## src/rtl/ped_pkg.sv

```systemverilog
// Shared types and constants for the pedestrian signal controller.
// Lamp codes match the traffic_light_controller one-hot encoding.
package ped_pkg;

  typedef enum logic [1:0] {
    ST_DONT_WALK = 2'd0,
    ST_WALK      = 2'd1,
    ST_FLASH     = 2'd2,
    ST_FAULT     = 2'd3
  } ped_state_t;

  localparam logic [2:0] LIGHT_GREEN  = 3'b001;
  localparam logic [2:0] LIGHT_YELLOW = 3'b010;
  localparam logic [2:0] LIGHT_RED    = 3'b100;

  localparam int unsigned DEF_WALK_TIME    = 12;
  localparam int unsigned DEF_FLASH_TIME   = 10;
  localparam int unsigned DEF_FLASH_PERIOD = 2;

  function automatic logic lights_legal(input logic [2:0] code);
    return (code == LIGHT_GREEN) || (code == LIGHT_YELLOW) || (code == LIGHT_RED);
  endfunction

endpackage

```

## src/rtl/button_sync.sv

```systemverilog
// Two-flop synchroniser for the raw push-button plus a rising-edge detector.
// rise is high for one cycle, two edges after the raw input goes high.
module button_sync (
  input  logic clk,
  input  logic reset,
  input  logic async_in,
  output logic rise
);

  logic sync1;
  logic sync2;
  logic sync2_d;

  always_ff @(posedge clk or posedge reset) begin
    if (reset) begin
      sync1   <= 1'b0;
      sync2   <= 1'b0;
      sync2_d <= 1'b0;
    end else begin
      sync1   <= async_in;
      sync2   <= sync1;
      sync2_d <= sync2;
    end
  end

  assign rise = sync2 & ~sync2_d;

endmodule

```

## src/rtl/ped_signal_ctrl.sv

```systemverilog
// Pedestrian WALK / DON'T WALK controller slaved to the vehicle lamp code.
// A WALK is only granted on the edge where red begins and a request is pending.
module ped_signal_ctrl
  import ped_pkg::*;
#(
  parameter int unsigned WALK_TIME    = DEF_WALK_TIME,
  parameter int unsigned FLASH_TIME   = DEF_FLASH_TIME,
  parameter int unsigned FLASH_PERIOD = DEF_FLASH_PERIOD
) (
  input  logic       clk,
  input  logic       reset,
  input  logic [2:0] lights,
  input  logic       ped_button,
  output logic       walk,
  output logic       dont_walk,
  output logic       ped_waiting,
  output logic       fault
);

  ped_state_t state, state_n;
  logic [5:0] cnt, cnt_n, cnt_inc;
  logic       flash_ph, flash_ph_n;
  logic       waiting, waiting_n;
  logic [2:0] prev_lights;
  logic       btn_rise;
  logic       is_red;
  logic       red_onset;
  logic       serve;

  button_sync u_button_sync (
    .clk      (clk),
    .reset    (reset),
    .async_in (ped_button),
    .rise     (btn_rise)
  );

  assign is_red    = (lights == LIGHT_RED);
  assign red_onset = is_red && (prev_lights != LIGHT_RED);
  assign serve     = waiting || btn_rise;
  assign cnt_inc   = cnt + 6'd1;

  always_ff @(posedge clk or posedge reset) begin
    if (reset) begin
      state       <= ST_DONT_WALK;
      cnt         <= '0;
      flash_ph    <= 1'b0;
      waiting     <= 1'b0;
      prev_lights <= LIGHT_RED;
    end else begin
      state       <= state_n;
      cnt         <= cnt_n;
      flash_ph    <= flash_ph_n;
      waiting     <= waiting_n;
      prev_lights <= lights;
    end
  end

  always_comb begin
    state_n    = state;
    cnt_n      = cnt;
    flash_ph_n = flash_ph;
    waiting_n  = waiting | btn_rise;

    case (state)
      ST_DONT_WALK: begin
        if (red_onset && serve) begin
          state_n   = ST_WALK;
          cnt_n     = '0;
          waiting_n = btn_rise;
        end
      end
      ST_WALK: begin
        if (!is_red) begin
          state_n = ST_DONT_WALK;
          cnt_n   = '0;
        end else if (cnt == 6'(WALK_TIME - 1)) begin
          state_n    = ST_FLASH;
          cnt_n      = '0;
          flash_ph_n = 1'b0;
        end else begin
          cnt_n = cnt_inc;
        end
      end
      ST_FLASH: begin
        // Losing red and timing out both end in DONT_WALK, so one branch covers both.
        if (!is_red || (cnt == 6'(FLASH_TIME - 1))) begin
          state_n    = ST_DONT_WALK;
          cnt_n      = '0;
          flash_ph_n = 1'b0;
        end else begin
          cnt_n = cnt_inc;
          if ((cnt_inc % 6'(FLASH_PERIOD)) == '0) begin
            flash_ph_n = ~flash_ph;
          end
        end
      end
      default: ;
    endcase

    if (!lights_legal(lights) || (state == ST_FAULT)) begin
      state_n    = ST_FAULT;
      cnt_n      = '0;
      flash_ph_n = 1'b0;
      waiting_n  = 1'b0;
    end
  end

  always_comb begin
    walk      = 1'b0;
    dont_walk = 1'b1;
    case (state)
      ST_WALK: begin
        walk      = 1'b1;
        dont_walk = 1'b0;
      end
      ST_FLASH: dont_walk = ~flash_ph;
      default: ;
    endcase
  end

  assign ped_waiting = waiting;
  assign fault       = (state == ST_FAULT);

endmodule

```

## config.mk

```make
export PLATFORM = sky130hd
export DESIGN_NAME = ped_signal_ctrl
export DESIGN_NICKNAME = d
export VERILOG_FILES = /design/src/rtl/ped_pkg.sv /design/src/rtl/button_sync.sv /design/src/rtl/ped_signal_ctrl.sv
export SDC_FILE = /design/constraint.sdc
export NUM_CORES = 1
export LEC_CHECK = 0
export CAP_MARGIN = 5
export CORE_MARGIN = 2
export CORE_UTILIZATION = 47
export DETAILED_ROUTE_END_ITERATION = 8
export GPL_TIMING_DRIVEN = 0
export PLACE_DENSITY = 0.71
export REMOVE_ABC_BUFFERS = 1
export SLEW_MARGIN = 20
export SYNTH_ARGS = -nofsm -noshare
export SYNTH_HDL_FRONTEND = slang
export SYNTH_SLANG_ARGS = --single-unit
```

## constraint.sdc

```tcl
create_clock -name clk -period 2.2 [get_ports clk]
set_input_delay 0.44 -clock clk [delete_from_list [all_inputs] [get_ports clk]]
set_output_delay 0.44 -clock clk [all_outputs]
set_load 0.05 [all_outputs]
```

==> flow_summary.ini, run 1 <==
[global_routing]
grt_pass1_wl_mm = 2.97
grt_pass1_vias = 686
overflow = 0
grt_usage = 0.164
antenna_found_initial = 0
grt_max_degree = 17

[critical_path]
endpoint = fault
cp.required_ps = 1760
crit_fanout = 4
r2r_slack_ps = 390
cp.arrival_ps = 1670
endpoint_kind = primary output
r2r_start = state[0]
cp-start-kind = register
crit_start = state[1]
reg2reg_to = cnt[4]
crit_type = register to primary output
reg2regPathDepth = 6

[logic_synthesis]
syn_inst = 80
ys_warn_count = 0
ys_seq_area_frac = 0.433
synth_area_per_cell_um2 = 11.6
yosys.cell_types.count = 32
synth_seq_cells = 16
syn_area_um2 = 928

[flow_run]
drv_cap = 0

[finish]
layout.nets = 106
final_cells = 120
syn2layout_area_growth_pct = 15.5
utilization = 0.564
diodes = 0
drive_above_1_share = 0.151

[run_status]
status = completed

[sta]
rsz0062_at_grt = false
finClkSkew_ps = 11.1
finalCritPeriodShare = 0.959
setup_viol = 0
hold_violations = 0
min_period_ps = 2110
fmax_ghz = 0.474
tightest_slew_ps = 629
maxSlewHeadroom = 0.578
final_max_slew_viol_count = 0

[cts]
cts_setup_buffers = 0
clk_pin_slew_ps = 80
cts_tree = yes
cts_buffer_depth = 2
cts_max_level = 1
cts_buffers = 3
root_buffer = clkbuf_4
clock_latency_ps = 290
cts.sinks = 16

[floorplan]
die-area_um2 = 2350
ioPinCount = 10
rows = 16
die_h_um = 48.4
die_x_um = 48.4
core_um2 = 1900
start_util = 0.488

[hold_path]
hold_depth = 0
hp-class = register to register

[place]
dp_hpwl_mm = 1.26
port_buffers = 9
gp_congestion = 0.735
dp_cells = 116

[drt]
wl_per_cell_um = 14.1
drc = 0
firstDrtPassIters = 4
wl_mm = 1.69
drtAntennaViolNets = 0
drt_iter0_drc = 7
num_vias = 677
via_per_inst = 5.64

[power]
p_leak_nw = 0.460
power_density_nw_per_um2 = 459
irDropWorstVdd_uv = 317
==> worst min path at each step <==
stage                   startpoint  slack [ps]                  end
4_1_cts        u_button_sync.sync1         370  u_button_sync.sync2
3_3_place_gp   u_button_sync.sync1         340  u_button_sync.sync2
5_1_grt        u_button_sync.sync1         380  u_button_sync.sync2
2_1_floorplan  u_button_sync.sync1         330  u_button_sync.sync2
6_report       u_button_sync.sync1         370  u_button_sync.sync2
3_5_place_dp   u_button_sync.sync1         340  u_button_sync.sync2
==> flip-flops by register name, indices dropped and copies added (netlist names) <==
| signal | count |
|---|---|
| cnt | 6 |
| flash_ph | 1 |
| ped_waiting | 1 |
| prev_lights | 3 |
| state | 2 |
| u_button_sync.sync1 | 1 |
| u_button_sync.sync2 | 1 |
| u_button_sync.sync2_d | 1 |
==> metal layers <==
metal,part of all wire,wire length (um),vias to the layer above,GRT usage
li1,-,-,326,-
met3,0.034,58,5,0.0340
met1,0.47,793,337,0.210
met4,0.024,40,0,0.0857
met2,0.47,793,9,0.264
met5,0,0,-,0
==> critical path, cell delays in order (launching register included) <==
cell             delay (ps)
dfrtp_1                 400
ha_1                    180
clkdlybuf4s50_1         800
==> metrics by stage <==
step | TNS, ps | worst slack [ps] | cell area, um2 | hold WS (ps) | power (mW)
4_1_cts | 0 | 80.2 | 1080 | 371 | 0.498
3_3_place_gp | -182 | -156 | 1050 | 338 | 0.334
3_5_place_dp | -202 | -180 | 1050 | 342 | 0.335
6_report | 0 | 91.3 | 1070 | 365 | 0.492
2_1_floorplan | 0 | 58.4 | 928 | 331 | 0.320
5_1_grt | 0 | 32.0 | 1070 | 381 | 0.514
==> placed cells by master (no fill, tap or decap), types with 2 or more instances in the layout <==
master,n
o21ai_0,2
nor2b_1,3
o2bb2ai_1,4
dfrtp_1,15
a21boi_1,2
clkbuf_4,3
a21oi_1,3
ha_1,6
a31oi_1,2
inv_1,6
nand4bb_1,2
o22ai_1,4
nand2b_2,2
nand2b_1,3
clkdlybuf4s50_1,7
nor2_1,5
mux2i_1,3
and3_1,2
==> power breakdown <==
part           internal (mW)  switching [mW]
registers              0.300         0.00148
logic                 0.0128          0.0145
clock network         0.0705          0.0926
==> kinds of logic after synthesis <==
family | Yosys count | synth area share
AOI/OAI and AO/OA | 23 | 0.206
and+or+nand+nor | 24 | 0.198
DFF | 16 | 0.433
buffers and inverters | 6 | 0.0243
adders and majority gates | 6 | 0.0809
xor gates and xnor gates | 1 | 0.00944
muxes | 4 | 0.0485
==> cells in the mapped netlist <==
| library cell | instances | area (um2) |
|---|---|---|
| a21boi_1 | 2 | 15.0 |
| a21oi_1 | 3 | 15.0 |
| a31oi_1 | 2 | 12.5 |
| a41oi_1 | 1 | 8.76 |
| and3_1 | 2 | 12.5 |
| and4_1 | 1 | 8.76 |
| dfrtp_1 | 15 | 375 |
| dfstp_2 | 1 | 26.3 |
| ha_1 | 6 | 75.1 |
| inv_1 | 6 | 22.5 |
| mux2_4 | 1 | 15.0 |
| mux2i_1 | 3 | 30.0 |
| nand2_1 | 1 | 3.75 |
| nand2b_1 | 3 | 18.8 |
| nand2b_2 | 2 | 17.5 |
| nand3_1 | 1 | 5.00 |
| nand4bb_1 | 2 | 22.5 |
| nor2_1 | 5 | 18.8 |
| nor2b_1 | 3 | 18.8 |
| nor3b_4 | 1 | 18.8 |
| nor4b_4 | 1 | 23.8 |
| o2111ai_2 | 1 | 15.0 |
| o2111ai_4 | 1 | 26.3 |
| o21a_1 | 1 | 7.51 |
| o21ai_0 | 2 | 10.0 |
| o21ai_1 | 1 | 5.00 |
| o21ai_4 | 1 | 16.3 |
| o22ai_1 | 4 | 25.0 |
| o2bb2ai_1 | 4 | 35.0 |
| or2_2 | 1 | 6.26 |
| or3b_1 | 1 | 8.76 |
| xnor2_1 | 1 | 8.76 |
==> area by class of cell <==
cell class / count / area [um2]
sequential: 16 / 402
timing repair buffer: 9 / 83.8
fill: 170 / 830
multi-input combinational: 58 / 504
clock buffer: 4 / 26.3
tap: 27 / 33.8
inverter: 6 / 22.5
==> repair_timing <==
action,4_1_cts,5_1_grt
hold buffers,0,0
resized for setup,4,2
endpoints found under the setup margin,2,1
Power figures use the tool's default switching activity.
==> run 2, diff against run 1 <==
--- a/config.mk
+++ b/config.mk
@@ -7,10 +7,11 @@
 export LEC_CHECK = 0
 export CAP_MARGIN = 5
 export CORE_MARGIN = 2
-export CORE_UTILIZATION = 47
+export CORE_UTILIZATION = 36
 export DETAILED_ROUTE_END_ITERATION = 8
 export GPL_TIMING_DRIVEN = 0
-export PLACE_DENSITY = 0.71
+export HOLD_SLACK_MARGIN = 0.02
+export PLACE_DENSITY = 0.58
 export REMOVE_ABC_BUFFERS = 1
 export SLEW_MARGIN = 20
 export SYNTH_ARGS = -nofsm -noshare
==> flow_summary.ini, run 2 (synthesized netlist as in run 1, its figures left out) <==
[run_status]
status = completed

[finish]
largest_reg_flops = 6
final_common_cell = dfrtp_1
diodes = 0
top_register = cnt
layout.nets = 108
largestRegisters = cnt: 6 flops, prev_lights: 3 flops, state: 2 flops
drive_above_1_share = 0.189
syn2layout_area_growth_pct = 18.5
mostFrequentLayoutCells = 15 x dfrtp_1, 6 x inv_1, 6 x ha_1, 6 x clkdlybuf4s50_1, 5 x nor2_1

[global_routing]
grt_pass1_vias = 681
grt_max_degree = 17
antenna_found_initial = 0
overflow = 0
grt_pass1_wl_mm = 3.11
grt_usage = 0.148

[place]
dp_hpwl_mm = 1.25
port_buffers = 9
gp_congestion = 0.735

[critical_path]
cp.required_ps = 1760
crit_chain = inv_1 > ha_1 > mux2i_1 > buf_2
max_stage_delay_ps = 410
path_buf_inv = 2
critPathTopFamily = flip-flops
endpoint_kind = primary output
crit_start = state[0]
crit_fanout = 5
r2r_start = state[1]
cp.arrival_ps = 1550
slowest_stage = dfrtp_1
cp-start-kind = register
crit_type = register to primary output

[hold_path]
min-delay-start = u_button_sync.sync1
hp-class = register to register

[cts]
cts_tree = yes
root_buffer = clkbuf_4
cts.sinks = 16
cts_buffer_depth = 2
clock_latency_ps = 280
clk_pin_slew_ps = 90
cts_buffers = 3
cts_max_level = 1
postCtsHoldBufs = 0

[drt]
wl_mm = 1.67
num_vias = 660
drc = 0
drtAntennaViolNets = 0
via_per_inst = 5.28
drt_iter0_drc = 14
firstDrtPassIters = 4
wl_per_cell_um = 13.3

[sta]
rsz0062_at_grt = false
maxSlewHeadroom = 0.583
setup_tns_ps = 0
min_period_ps = 1990
setup_viol = 0
finalCritPeriodShare = 0.904
hold_slack_ps = 358
tightest_slew_ps = 621
finClkSkew_ps = 7.07
final_max_slew_viol_count = 0
fmax_ghz = 0.503
hold_violations = 0

[power]
power_density_nw_per_um2 = 472
irDropWorstVdd_uv = 326
p_leak_nw = 0.473

[floorplan]
die-area_um2 = 3000
start_util = 0.378
ioPinCount = 10
die_h_um = 54.8
core_um2 = 2450
die_x_um = 54.8
rows = 18

[flow_run]
drv_cap = 0
==> run 2: changes by cell type in the layout (fill, tap and decap cells not counted), sizes merged <==
cell           delta
dlymetal6s2s      +1
dlygate4sd2       -1
clkbuf            +1
buf               +2
clkdlybuf4s50     -1
==> run 2: final timing paths <==
kind / cells past startpoint / slack, ps / endpoint
min in group asynchronous: 2 / 520 / cnt[0]
max in group asynchronous: 2 / 1280 / prev_lights[0]
setup / recovery: 4 / 210 / dont_walk
hold reg to reg: 0 / 360 / u_button_sync.sync2
hold / removal: 0 / 360 / u_button_sync.sync2
setup reg to reg: 6 / 390 / cnt[5]
==> run 2: layout make-up <==
type | instances | area [um2]
Clock buffer | 4 | 36.3
Sequential cell | 16 | 402
Timing Repair Buffer | 11 | 97.6
Fill cell | 232 | 1360
Inverter | 6 | 22.5
Tap cell | 30 | 37.5
Multi-Input combinational cell | 58 | 504
==> run 2: what timing repair did <==
item | in CTS | in global routing
setup buffers | 0 | 2
setup endpoints to repair | 2 | 4
gates resized for setup | 4 | 5
cloned | 0 | 0
==> run 2: through the flow <==
step	power (mW)	setup slack, ps	std cells	util	cell area [um2]
after detailed placement	0.335	-198	119	0.430	1060
after global placement	0.334	-176	119	0.430	1060
after floorplan	0.320	58.4	80	-	928
final	0.520	212	125	0.448	1100
after CTS	0.533	55.6	123	0.445	1090
after global routing	0.554	59.0	125	0.448	1100
==> run 2: worst register-to-register path: stages (launching register included) <==
cell and delay (ps):
dfrtp_1 430, inv_1 90, ha_1 290, a21boi_1 330, o2111ai_4 180, nand2b_2 270, o2bb2ai_1 160
==> run 2: where the power goes <==
part | switching [mW] | total, mW | internal (mW)
Clock | 0.0885 | 0.189 | 0.101
Sequential | 0.00145 | 0.302 | 0.300
Combinational | 0.0145 | 0.0290 | 0.0145
Total | 0.104 | 0.520 | 0.415
==> run 2: metal layers <==
metal | wire length [um] | part of all wire | track usage
met2 | 808 | 0.48 | 0.240
met3 | 55 | 0.033 | 0.0328
met1 | 785 | 0.47 | 0.183
met4 | 19 | 0.011 | 0.0750
met5 | 0 | 0 | 0
